<file path="config.mk">
export PLATFORM = sky130hd
export DESIGN_NAME = usb_desc_loader_flat
export DESIGN_NICKNAME = d
export VERILOG_FILES = /design/src/rtl/usb_desc_loader_if.sv /design/src/rtl/usb_desc_loader.sv /design/src/flat_wrapper.sv
export SDC_FILE = /design/constraint.sdc
export NUM_CORES = 1
export LEC_CHECK = 0
export BUFFER_PORTS_ARGS = -buffer_cell sky130_fd_sc_hd__buf_2
export CORE_ASPECT_RATIO = 1.5
export CORE_MARGIN = 2
export CORE_UTILIZATION = 34
export CTS_BUF_LIST = sky130_fd_sc_hd__clkbuf_4 sky130_fd_sc_hd__clkbuf_8
export CTS_CLUSTER_DIAMETER = 200
export DETAILED_ROUTE_END_ITERATION = 6
export PLACE_DENSITY = 0.57
export SLEW_MARGIN = 20
export SYNTH_ARGS = -nofsm -noshare
export SYNTH_HDL_FRONTEND = slang
export SYNTH_SLANG_ARGS = --single-unit
</file>
<file path="constraint.sdc">
create_clock -name clk -period 3 [get_ports clk]
set_input_delay 0.3 -clock clk [delete_from_list [all_inputs] [get_ports clk]]
set_output_delay 0.3 -clock clk [all_outputs]
set_load 0.05 [all_outputs]
</file>
<file path="src/rtl/usb_desc_loader_if.sv">
// Control, descriptor-ROM and EP0 IN FIFO signals of the descriptor loader.
// master is the loader side; slave is the firmware/ROM/FIFO side.
interface usb_desc_loader_if #(
  parameter int ADDR_WIDTH = 8
);
  logic                  start;
  logic [ADDR_WIDTH-1:0] src_addr;
  logic [15:0]           xfer_len;
  logic [15:0]           req_len;
  logic                  abort;
  logic                  busy;
  logic                  done;
  logic [ADDR_WIDTH-1:0] rom_addr;
  logic [7:0]            rom_q;
  logic                  fifo_empty;
  logic                  fifo_wrreq;
  logic [7:0]            fifo_data;
  logic                  zlp_set;

  modport master (
    input  start, src_addr, xfer_len, req_len, abort, rom_q, fifo_empty,
    output busy, done, rom_addr, fifo_wrreq, fifo_data, zlp_set
  );

  modport slave (
    output start, src_addr, xfer_len, req_len, abort, rom_q, fifo_empty,
    input  busy, done, rom_addr, fifo_wrreq, fifo_data, zlp_set
  );
endinterface

</file>
<file path="src/rtl/usb_desc_loader.sv">
// Streams a ROM descriptor into the EP0 IN FIFO one max-size packet at a time,
// waiting for each packet to drain and arming a ZLP when the transfer needs one.
module usb_desc_loader #(
  parameter int MAX_PACKET = 8,
  parameter int ADDR_WIDTH = 8
) (
  input  logic             clk,
  input  logic             usb_reset,
  usb_desc_loader_if.master bus
);
  localparam int CW = $clog2(MAX_PACKET + 1);
  localparam logic [CW-1:0] LAST_IDX = CW'(MAX_PACKET - 1);
  localparam logic [15:0]   MP16     = 16'(MAX_PACKET);

  typedef enum logic [2:0] {IDLE, WAIT, FILL, DRAIN, ZLP, DONE} state_t;

  state_t                state;
  logic [ADDR_WIDTH-1:0] ptr;
  logic [15:0]           remain;
  logic [CW-1:0]         pkt_cnt;
  logic                  zlp_need;
  logic                  rd_pend;
  logic                  zlp_r;
  logic                  done_r;

  logic [15:0] eff_len;
  logic        zlp_calc;

  always_comb begin
    eff_len  = (bus.xfer_len < bus.req_len) ? bus.xfer_len : bus.req_len;
    zlp_calc = (bus.req_len != 16'd0) && (eff_len < bus.req_len) &&
               ((eff_len % MP16) == 16'd0);
  end

  always_ff @(posedge clk) begin
    if (usb_reset) begin
      state    <= IDLE;
      ptr      <= '0;
      remain   <= '0;
      pkt_cnt  <= '0;
      zlp_need <= 1'b0;
      rd_pend  <= 1'b0;
      zlp_r    <= 1'b0;
      done_r   <= 1'b0;
    end else if (bus.abort) begin
      state   <= IDLE;
      rd_pend <= 1'b0;
      zlp_r   <= 1'b0;
      done_r  <= 1'b0;
    end else begin
      rd_pend <= 1'b0;
      zlp_r   <= 1'b0;
      done_r  <= 1'b0;
      case (state)
        IDLE: begin
          // done_r still high means the previous transfer is finishing its pulse
          if (bus.start && !done_r) begin
            ptr      <= bus.src_addr;
            remain   <= eff_len;
            zlp_need <= zlp_calc;
            state    <= (bus.req_len == 16'd0) ? DONE : WAIT;
          end
        end
        WAIT: begin
          if (bus.fifo_empty) begin
            if (remain != 16'd0) begin
              pkt_cnt <= '0;
              state   <= FILL;
            end else if (zlp_need) begin
              state <= ZLP;
            end else begin
              state <= DONE;
            end
          end
        end
        FILL: begin
          rd_pend <= 1'b1;
          ptr     <= ptr + ADDR_WIDTH'(1);
          remain  <= remain - 16'd1;
          pkt_cnt <= pkt_cnt + CW'(1);
          if (pkt_cnt == LAST_IDX || remain == 16'd1) state <= DRAIN;
        end
        DRAIN: state <= WAIT;
        ZLP: begin
          zlp_r <= 1'b1;
          state <= DONE;
        end
        DONE: begin
          done_r <= 1'b1;
          state  <= IDLE;
        end
        default: state <= IDLE;
      endcase
    end
  end

  // ROM read data arrives the cycle after issue, exactly when rd_pend is seen
  assign bus.rom_addr   = ptr;
  assign bus.fifo_data  = bus.rom_q;
  assign bus.fifo_wrreq = rd_pend & ~bus.abort;
  assign bus.zlp_set    = zlp_r & ~bus.abort;
  assign bus.done       = done_r & ~bus.abort;
  assign bus.busy       = (state != IDLE) || done_r;
endmodule

</file>
<file path="src/flat_wrapper.sv">
// flat-port wrapper written by rule: the top's interface ports become plain ports
module usb_desc_loader_flat 
#(
  parameter int MAX_PACKET = 8,
  parameter int ADDR_WIDTH = 8
)
  (clk, usb_reset, bus_start, bus_src_addr, bus_xfer_len, bus_req_len, bus_abort, bus_rom_q, bus_fifo_empty, bus_busy, bus_done, bus_rom_addr, bus_fifo_wrreq, bus_fifo_data, bus_zlp_set);
  usb_desc_loader_if #(.ADDR_WIDTH(ADDR_WIDTH)) bus_i ();
  input  logic clk;
  input  logic usb_reset;
  input wire logic [$bits(bus_i.start)-1:0] bus_start;
  input wire logic [$bits(bus_i.src_addr)-1:0] bus_src_addr;
  input wire logic [$bits(bus_i.xfer_len)-1:0] bus_xfer_len;
  input wire logic [$bits(bus_i.req_len)-1:0] bus_req_len;
  input wire logic [$bits(bus_i.abort)-1:0] bus_abort;
  input wire logic [$bits(bus_i.rom_q)-1:0] bus_rom_q;
  input wire logic [$bits(bus_i.fifo_empty)-1:0] bus_fifo_empty;
  output wire logic [$bits(bus_i.busy)-1:0] bus_busy;
  output wire logic [$bits(bus_i.done)-1:0] bus_done;
  output wire logic [$bits(bus_i.rom_addr)-1:0] bus_rom_addr;
  output wire logic [$bits(bus_i.fifo_wrreq)-1:0] bus_fifo_wrreq;
  output wire logic [$bits(bus_i.fifo_data)-1:0] bus_fifo_data;
  output wire logic [$bits(bus_i.zlp_set)-1:0] bus_zlp_set;
  assign bus_i.start = bus_start;
  assign bus_i.src_addr = bus_src_addr;
  assign bus_i.xfer_len = bus_xfer_len;
  assign bus_i.req_len = bus_req_len;
  assign bus_i.abort = bus_abort;
  assign bus_i.rom_q = bus_rom_q;
  assign bus_i.fifo_empty = bus_fifo_empty;
  assign bus_busy = bus_i.busy;
  assign bus_done = bus_i.done;
  assign bus_rom_addr = bus_i.rom_addr;
  assign bus_fifo_wrreq = bus_i.fifo_wrreq;
  assign bus_fifo_data = bus_i.fifo_data;
  assign bus_zlp_set = bus_i.zlp_set;
  usb_desc_loader #(.MAX_PACKET(MAX_PACKET), .ADDR_WIDTH(ADDR_WIDTH)) u_core (.clk(clk), .usb_reset(usb_reset), .bus(bus_i));
endmodule
</file>
# After elaboration in Yosys (flattened, before gate mapping)
# Index checks and enable logic that the tools add are counted.
# Widths: inputs -> output; s select.
# totals
reg_bits	35
inputBits	53
output_inout_bits	20
# op_classes
n_eq_ne	11
n_mux	18
n_bitwise	4
magnitude_cmp	2
n_addsub	3
reduce_logical	19
# op_table
op	count
$logic_not 16->1	2
$lt 16x16->1	2
$mux 16	2
$pmux 16 s2	1
$reduce_bool 16->1	2
$eq 16x1->1 const B	1
$pmux 8 s2	1
$sub 16x1->16 const B	1
$mux 3	5
$pmux 3 s5	1
$reduce_and 3->1	3
$add 8x1->8 const B	1
$mux 4	2
$mux 8	1
$pmux 4 s2	1
$eq 3x2->1 const B	2
$eq 3x3->1 const B	2
$ne 2x1->1 const B	3
$add 4x1->4 const B	1
$eq 4x3->1 const B	1
$mux 1	4
$reduce_and 4->1	1
$reduce_bool 2->1	2
$and 1x1->1	3
other kinds (9)	12

# Longest topological paths before layout
# Gate-level depths: netlist of the first run.
# depth
depth_word	5
depth_mapped	15

# Least setup slack after synthesis of the first run
# Ideal clock, no wire load.
# synth_timing
path_kind	input-to-reg
startpoint	input port bus_req_len[2]
endpoint	register u_core.zlp_need
cell_stages	15
t_required_ns	2.876
path_slack_ns	-0.193
arrival_time_ns	3.069
setup_time_ns	0.124
n_path_buf	2
cell_sequence	inv_1 -> ha_1 -> a211o_1 -> a31oi_1 -> o31ai_1 -> a211o_1 -> buf_6 -> buf_12 -> mux2_4 -> ha_1 -> nand4_1 -> nor4_1 -> a2111oi_0 -> mux2i_1 -> o31ai_1
# synth_via
elab_chain_len	5
word_cells_on_any_way	7
# synth_rtl
item	line_no	rtl
start, declared	flat_wrapper.sv:14	input wire logic [$bits(bus_i.req_len)-1:0] bus_req_len;
$lt 16x16->1	usb_desc_loader.sv:30	eff_len = (bus.xfer_len < bus.req_len) ? bus.xfer_len : bus.req_len;
$mux 16	usb_desc_loader.sv:30	
$lt 16x16->1	usb_desc_loader.sv:31	zlp_calc = (bus.req_len != 16'd0) && (eff_len < bus.req_len) &&
$logic_and 1x1->1	usb_desc_loader.sv:31	
$logic_and 1x1->1 (*)	usb_desc_loader.sv:31	
end signal, assigned	usb_desc_loader.sv:60	zlp_need <= zlp_calc;
end, declared	usb_desc_loader.sv:21	logic zlp_need;
# Mark *: on every way between the ends. The rest lies on a longest branch, timed or not.
# A chain may end at the register's enable or synchronous reset.

# Worst setup path after layout of the first run
# Ends and elaborated chain as after synthesis.

==> results.cfg, run 1 <==
[floorplan]
dieWidth_um = 81.9
rows = 42
die_h_um = 121
core_sq_mm = 0.00883
pin_count = 73
initial_utilization_pct = 35.0
design.die.area_sq_mm = 0.00989

[clock_tree]
path_clk_slew_ps = 70
cts_sinks = 35
numCtsBuffers = 5
cts_tree = built
clk_latency_ps = 280
cts_root_buf = clkbuf_8
clock_path_buffers = 2
cts.htree.levels = 2

[place]
place_area_sq_mm = 0.00395
portBuffers = 56
dp_cells = 585
gp_congestion = 0.914
dp_hpwl_mm = 6.49
post-place-ws_ps = -416

[yosys]
netlist_area_sq_mm = 0.00309
synth_top_family_by_area = compound AO/OA/AOI/OAI gates
synthSimpleGateAreaFrac_pct = 21.7
ys_top_cells_by_area = dfxtp_1 23%, ha_1 14%, nor2_1 4.6%
async_flop_share_pct = 0
synth_top_cell_by_area = dfxtp_1
synth_edf_count = 0
ys_ff_latch = 35
synth_xor_xnor_area_share_pct = 0.283
yosysWarnings = 0
synth-main-ff-cell = dfxtp_1
syn_nets = 462
synth_top_cell_area_share_pct = 22.7
synthMuxAreaShare_pct = 8.17
synthCells = 375
syn_avg_cell_area_sq_um = 8.24
ys_seq_area_share_pct = 22.7
yosysUniqueCellTypes = 56
synth_compound_area_share_pct = 26.2
yosys.area_share.adder_pct = 13.8

[timing]
worst_slew_pin_slew_ps = 661
setup_viol = 1
rsz0062_at_grt = true
slew_headroom_pct = 55.8
period_share_pct = 100
fmax_mhz = 332
slew_violations = 0
finalHoldViolCount = 0
fin_ws_ps = -8.33
fin_crit_ps = 3010
fin_skew_ps = 4.64

[worst_setup_path]
r2r_start = u_core.state[0]
reg2reg_to = u_core.remain[2]
crit_arrival_ps = 3180
rrSetupSlack_ps = 780
crit_path_end_kind = register
crit_type = primary input to register
reg2regPathDepth = 7
critPathSlowestCell = nor4_4
cp_max_fo = 6
start_kind = primary input
crit_required_ps = 3170
path_cells = buf_4, inv_8, ha_4, a211o_1, a31oi_2, o31ai_2, a211o_1, buf_4, mux2_4, ha_1, nand4_1, nor4_4, a2111oi_2, mux2i_1, o31ai_1
max_stage_delay_ps = 370

[finish]
layoutNonFillerInstCount = 594
nNetsFinal = 570
antenna_cells = 0
post-route-util_pct = 46.3
final_area_sq_mm = 0.00409
syn_to_final_growth_pct = 32.3
multi_input_area_sq_mm = 0.00225
n_fill_cell = 910
drive_gt1_share_pct = 36.8
register_area_sq_um = 701
final_common_cell = buf_4
final_cell_mix = 71 x buf_4, 55 x buf_2, 38 x nor2_1, 35 x dfxtp_1, 27 x ha_1

[power_and_ir_drop]
leakage_uw = 0.00189
vdd.ir_drop.worst_mv = 0.173
powerDensity_mw_per_mm2 = 355

[detailed_routing]
drt-pass1-iter-count = 4
routedWlPerCell_um = 13.3
num_vias = 3098
drt_iter0_markers = 117
drc = 0
drt.antenna.violating_nets = 0
totalWireLength_mm = 7.88
via_per_inst = 5.22

[global_routing]
grt_max_degree = 27
grt_pass1_wl_mm = 13.3
grt_usage_pct = 16.7
grt_pass1_vias = 3068
antenna_found_initial = 0
grt.overflow.total = 0

[min_path]
hold_path.class = primary input to register
worstHoldEndpoint = u_core.bus.rom_addr[0]
min_delay_path_depth = 3
worstHoldStart = bus_src_addr[0]

[job]
max_cap_viol_count = 0

[run_status]
outcome = complete, but fails checks
violations = setup timing
[cell families (layout without fill, tap and decap cells)]
| group | Yosys count | count (layout) |
|---|---|---|
| xor+xnor | 1 | 1 |
| fa+ha+maj | 34 | 34 |
| simple gates | 128 | 128 |
| flops | 35 | 35 |
| buf+inv | 44 | 153 |
| compound gates | 113 | 113 |
| mux | 20 | 20 |
[metal layers]
layer / global-route usage [%] / wire length (um) / up-vias
met1: 18.6 / 3250 / 1419
li1: - / - / 1603
met4: 5.94 / 128 / 0
met5: 0 / 0 / -
met3: 1.79 / 245 / 12
met2: 31.6 / 4260 / 64
[final cells by class]
type / instances / share of cell area [%]
inverters: 18 / 1.96
repair buffers: 127 / 20.0
flip-flops and latches: 35 / 17.1
multi-input cells: 296 / 55.0
well taps: 110 / 3.37
clock buffers: 8 / 2.54
[synthesized netlist by cell type, types with 2 or more instances]
master / instances
nor2_1: 38
dfxtp_1: 35
ha_1: 34
a21oi_1: 26
o21ai_0: 24
nand2_1: 20
inv_1: 18
clkbuf_1: 12
mux2_4: 9
nand4_1: 9
nor3_1: 9
buf_4: 8
nand2b_1: 8
nand3_1: 8
nor2b_1: 8
o2bb2ai_2: 8
a21o_1: 7
a22oi_1: 6
and3_1: 6
mux2_2: 6
a311oi_1: 5
mux2i_1: 5
nor4_1: 5
a31oi_1: 4
buf_2: 4
nand3b_1: 4
nor3b_1: 4
o21a_1: 4
o31ai_1: 4
a211o_1: 3
a211oi_1: 3
o211ai_1: 3
a22o_1: 2
nor3_2: 2
nor4_2: 2
or3_1: 2
[worst max-delay path by stage]
stage,from,endpoint,slack [ps]
after global routing,bus_req_len[2],u_core.zlp_need,-200
after global placement,bus_req_len[5],u_core.zlp_need,-320
after floorplan,bus_xfer_len[2],u_core.zlp_need,-80
after CTS,bus_req_len[2],u_core.zlp_need,10
after detailed placement,bus_req_len[2],u_core.zlp_need,-420
final,bus_req_len[2],u_core.zlp_need,-8
[power by group]
group | switching (uW) | leakage, uW | internal [uW]
Combinational | 282 | 0.00155 | 273
Clock | 163 | 0.0000549 | 219
Sequential | 27.1 | 0.000285 | 488
[flip-flops by register name, summed over array words and instances (netlist names)]
signal and count:
u_core.rd_pend 1, u_core.pkt_cnt 4, u_core.remain 16, u_core.done_r 1
u_core.bus.rom_addr 8, u_core.zlp_r 1, u_core.state 3, u_core.zlp_need 1
[worst max-delay path, delay by kind of cell]
kind	cells	cell delay, ps
fa+ha+maj	2	480
buf+inv	3	370
compound gates	6	1000
mux	2	450
simple gates	2	580
[per-stage QoR]
stage / hold WS [ps] / power [uW] / setup TNS (ps)
2_1_floorplan: 379 / 893 / -84.7
5_1_grt: 287 / 1550 / -196
4_1_cts: 278 / 1470 / 0
3_5_place_dp: 472 / 1070 / -416
3_3_place_gp: 455 / 1060 / -316
6_report: 285 / 1450 / -8.33
[timing repair]
action	4_1_cts	5_1_grt
hold buffers	0	0
buffers inserted	1	0
resized for setup	4	3
pin swaps	5	2
setup endpoints to repair	1	1
Power figures use the tool's default switching activity.
==> run 2: changes to the inputs <==
ABC_AREA = 1   (was not set)
==> results.cfg, run 2 <==
[worst_setup_path]
crit_arrival_ps = 2850
max_stage_delay_ps = 300
critPathSlowestCell = ha_1
crit_type = primary input to register
path_cells = buf_2, inv_1, ha_1, a21oi_1, nor2_1, nor3_1, nand2_1, nand2_1, nand2_2, inv_4, buf_4, o21ai_0, ha_1, a21oi_1, nor2_1, a211oi_1, o21ai_0, nor3_2, nand2_1, a21oi_1
critical_path_buf_inv_count = 4
cp_max_fo = 16
r2r_start = u_core.remain[0]
crit_required_ps = 3230
crit_path_end_kind = register
reg2regPathDepth = 10
path_delay_family = compound AO/OA/AOI/OAI gates
rrSetupSlack_ps = 970
reg2reg_to = u_core.remain[14]
start_kind = primary input

[detailed_routing]
totalWireLength_mm = 7.69
num_vias = 3148
drt-pass1-iter-count = 4
drt.antenna.violating_nets = 0
drt_iter0_markers = 93
via_per_inst = 4.99
routedWlPerCell_um = 12.2
drc = 0

[clock_tree]
cts_root_buf = clkbuf_8
ctsHoldBuffers = 0
cts_sinks = 35
path_clk_slew_ps = 80
cts.htree.levels = 2
clock_path_buffers = 2
cts_tree = built
numCtsBuffers = 5
clk_latency_ps = 310

[timing]
period_share_pct = 87.1
slew_headroom_pct = 58.8
worst_slew_pin_slew_ps = 612
fin_crit_ps = 2610
setup_viol = 0
fmax_mhz = 383
slew_violations = 0
finalHoldViolCount = 0
rsz0062_at_grt = false
fin_skew_ps = 13.5

[finish]
drive_gt1_share_pct = 18.6
final_area_sq_mm = 0.00352
top_register = u_core.remain
nNetsFinal = 607
post-route-util_pct = 40.3
syn_to_final_growth_pct = 17.0
final_cell_mix = 98 x nand2_1, 59 x inv_1, 56 x buf_2, 52 x nor2_1, 43 x o21ai_0
largest_reg_flops = 16
antenna_cells = 0
final_common_cell = nand2_1

[yosys]
synth_top_cell_area_share_pct = 23.3
synth_top_cell_by_area = dfxtp_1
ys_ff_latch = 35
netlist_area_sq_mm = 0.00301
yosysUniqueCellTypes = 37
synth-main-ff-cell = dfxtp_1
synth_most_common_cell = nand2_1
synth_common_cells = 98 x nand2_1, 59 x inv_1, 52 x nor2_1, 43 x o21ai_0, 38 x a21oi_1
synth_compound_area_share_pct = 21.8
syn_avg_cell_area_sq_um = 6.47
syn_nets = 552
yosysWarnings = 0
ys_seq_area_share_pct = 23.3
synth_top_family_by_area = simple AND/OR/NAND/NOR gates
synth_edf_count = 0
synthSimpleGateAreaFrac_pct = 27.2
synthCells = 465
yosys.area_share.adder_pct = 14.1
synthMuxAreaShare_pct = 0
ys_top_cells_by_area = dfxtp_1 23%, ha_1 14%, nand2_1 12%
synth_xor_xnor_area_share_pct = 1.46
async_flop_share_pct = 0

[place]
place_area_sq_mm = 0.00340
gp_congestion = 0.885
portBuffers = 56
dp_hpwl_mm = 6.05

[global_routing]
antenna_found_initial = 0
grt_max_degree = 31
grt_pass1_vias = 2997
grt_usage_pct = 16.8
grt_pass1_wl_mm = 12.9
grt.overflow.total = 0

[floorplan]
pin_count = 73
die_h_um = 119
core_sq_mm = 0.00872
design.die.area_sq_mm = 0.00963
initial_utilization_pct = 34.5
dieWidth_um = 80.8
rows = 42

[min_path]
hold_path.class = primary input to register
worstHoldEndpoint = u_core.bus.rom_addr[0]
min_delay_path_depth = 3
worstHoldStart = bus_src_addr[0]

[run_status]
outcome = complete, no violations

[power_and_ir_drop]
leakage_uw = 0.00173
vdd.ir_drop.worst_mv = 0.194
powerDensity_mw_per_mm2 = 433

[job]
max_cap_viol_count = 0
run 2: stage by stage:
| stage | std cells | TNS [ps] | hold WS, ps | setup WS, ps | total power [uW] |
|---|---|---|---|---|---|
| 2_1_floorplan | 465 | 0 | 442 | 409 | 962 |
| 3_3_place_gp | 623 | 0 | 456 | 39.8 | 1080 |
| 3_5_place_dp | 623 | -45.4 | 456 | -45.4 | 1090 |
| 4_1_cts | 631 | 0 | 209 | 285 | 1550 |
| 5_1_grt | 631 | 0 | 262 | 26.0 | 1640 |
| 6_report | 631 | 0 | 227 | 388 | 1520 |
run 2: final cells by class:
cell class,instances,area [sq um]
Fill cell,965,5200
Inverter,63,239
Sequential cell,35,701
Multi-Input combinational cell,345,1940
Clock inverter,3,43.8
Timing Repair Buffer,70,385
Clock buffer,5,68.8
Tap cell,110,138
run 2: repair_timing:
item,4_1_cts,5_1_grt
setup buffers,0,0
resized for setup,0,1
setup endpoints to repair,0,1
run 2: power by group:
part	internal [uW]	switching [uW]	leakage, uW
combinational	203	350	0.00139
clock	248	194	0.0000581
sequential	497	30.9	0.000286
total	947	575	0.00173
run 2: cell families (layout without fill, tap and decap cells):
family | after synthesis | in the layout
buffers and inverters | 85 | 141
AOI/OAI and AO/OA | 114 | 114
DFF | 35 | 35
and+or+nand+nor | 192 | 192
adders and majority gates | 34 | 34
xor gates and xnor gates | 5 | 5
run 2: worst register-to-register path, cell delays in order (launching register included):
cell,delay (ps)
dfxtp_1,340
inv_1,80
ha_1,180
nand3_1,140
nor2_2,260
inv_1,130
nor3_2,250
nand3_1,110
o21ai_0,170
o221ai_1,130
a21oi_1,160
run 2: how the worst max path moves through the flow:
stage               slack, ps            from              end  cells past startpoint
floorplan                 410  bus_req_len[5]  u_core.zlp_need                     20
global placement           40  bus_req_len[5]  u_core.zlp_need                     21
detailed placement        -50  bus_req_len[5]  u_core.zlp_need                     20
CTS                       280  bus_req_len[5]  u_core.zlp_need                     20
global route               30  bus_req_len[5]  u_core.zlp_need                     21
finish                    390  bus_req_len[5]  u_core.zlp_need                     20
run 2: metal layers:
metal,vias up,wire [um],global-route usage (%)
met5,-,0,0
met1,1394,3210,18.7
li1,1657,-,-
met2,86,3950,31.1
met3,11,365,2.27
met4,0,161,6.67
==> run 3: changes to the inputs <==
MAX_ROUTING_LAYER = met4   (was not set)
==> results.cfg, run 3 (synthesis gave the netlist of run 2 again) <==
[run_status]
outcome = complete, no violations

[worst_setup_path]
crit_arrival_ps = 2850
crit_type = primary input to register
crit_required_ps = 3230
path_cells = buf_2, inv_1, ha_1, a21oi_1, nor2_1, nor3_1, nand2_1, nand2_1, nand2_2, inv_4, buf_4, o21ai_0, ha_1, a21oi_1, nor2_1, a211oi_1, o21ai_0, nor3_2, nand2_1, a21oi_1
start_kind = primary input
path_delay_family = compound AO/OA/AOI/OAI gates
cp_max_fo = 16
max_stage_delay_ps = 300
critPathSlowestCell = ha_1
crit_path_end_kind = register
critical_path_buf_inv_count = 4

[place]
portBuffers = 56
gp_congestion = 0.900
dp_hpwl_mm = 6.05

[global_routing]
grt_pass1_vias = 2995
grt_max_degree = 31
antenna_found_initial = 0
grt_usage_pct = 17.3
grt.overflow.total = 0
grt_pass1_wl_mm = 12.9

[finish]
post-route-util_pct = 40.3
final_common_cell = nand2_1
nNetsFinal = 607
final_cell_mix = 98 x nand2_1, 59 x inv_1, 56 x buf_2, 52 x nor2_1, 43 x o21ai_0
multi_input_area_sq_mm = 0.00194
top_register = u_core.remain
syn_to_final_growth_pct = 17.0
antenna_cells = 0
drive_gt1_share_pct = 18.6
largest_reg_flops = 16
register_area_sq_um = 701
n_fill_cell = 965

[clock_tree]
cts.htree.levels = 2
cts_sinks = 35
clock_path_buffers = 2
cts_tree = built
path_clk_slew_ps = 80
numCtsBuffers = 5
ctsHoldBuffers = 0
cts_root_buf = clkbuf_8
clk_latency_ps = 310

[timing]
slew_headroom_pct = 58.8
tns_ps = 0
fin_crit_ps = 2610
setup_viol = 0
fin_skew_ps = 13.5
fmax_mhz = 383
finalHoldViolCount = 0
slew_violations = 0
worst_slew_pin_slew_ps = 612
whs_ps = 227
rsz0062_at_grt = false
period_share_pct = 87.1

[detailed_routing]
totalWireLength_mm = 7.70
drt.antenna.violating_nets = 0
drc = 0
drt-pass1-iter-count = 4
num_vias = 3149
drt_iter0_markers = 96
routedWlPerCell_um = 12.2
via_per_inst = 4.99

[floorplan]
design.die.area_sq_mm = 0.00963
dieWidth_um = 80.8
pin_count = 73
rows = 42
initial_utilization_pct = 34.5
die_h_um = 119
core_sq_mm = 0.00872

[power_and_ir_drop]
power.total_uw = 1520
vdd.ir_drop.worst_mv = 0.194
powerDensity_mw_per_mm2 = 433
leakage_uw = 0.00173

[min_path]
hold_path.class = primary input to register

[job]
max_cap_viol_count = 0
run 3: cell counts in the layout (fill, tap and decap cells not counted):
No cell type changed its count.
run 3: layer usage:
layer / wire length [um] / share of wire [%] / vias up / track usage [%]
li1: - / - / 1658 / -
met1: 3220 / 42 / 1394 / 18.7
met2: 3950 / 51 / 86 / 31.1
met3: 360 / 4.7 / 11 / 2.27
met4: 161 / 2.1 / 0 / 6.67
met5: 0 / 0 / - / -
run 3: worst min-delay path: cells and delay by family:
| kind | cells | cell delay, ps |
|---|---|---|
| AND/OR/NAND/NOR | 1 | 70 |
| buffers and inverters | 1 | 80 |
| AO/OA/AOI/OAI | 1 | 50 |
run 3: repair_timing:
action / in CTS / in global routing
setup endpoints to repair: 0 / 1
buffers inserted: 0 / 0
resized for setup: 0 / 1
run 3: power by group:
part	switching, uW	internal [uW]
clock network	193	247
logic	351	203
registers	31.0	497
total	575	947
run 3: worst paths after layout:
check / start / end / slack, ps / cells past startpoint
max: bus_req_len[5] / u_core.zlp_need / 390 / 20
min: bus_src_addr[0] / u_core.bus.rom_addr[0] / 230 / 3
max reg2reg: u_core.remain[0] / u_core.remain[14] / 950 / 10
min reg2reg: u_core.remain[1] / u_core.remain[1] / 470 / 2
run 3: metrics by stage:
step | instances | instance area [sq um] | setup slack (ps)
3_3_place_gp | 623 | 3400 | 39.8
3_5_place_dp | 623 | 3400 | -45.4
6_report | 631 | 3520 | 387
4_1_cts | 631 | 3520 | 285
5_1_grt | 631 | 3520 | 26.1
2_1_floorplan | 465 | 3010 | 409
run 3: area by class of cell:
type                       instances  area share, %
clock buffer                       5           1.96
tap                              110           3.91
inverter                          63           6.79
multi-input combinational        345           55.2
sequential                        35           19.9
clock inverter                     3           1.24
timing repair buffer              70           10.9
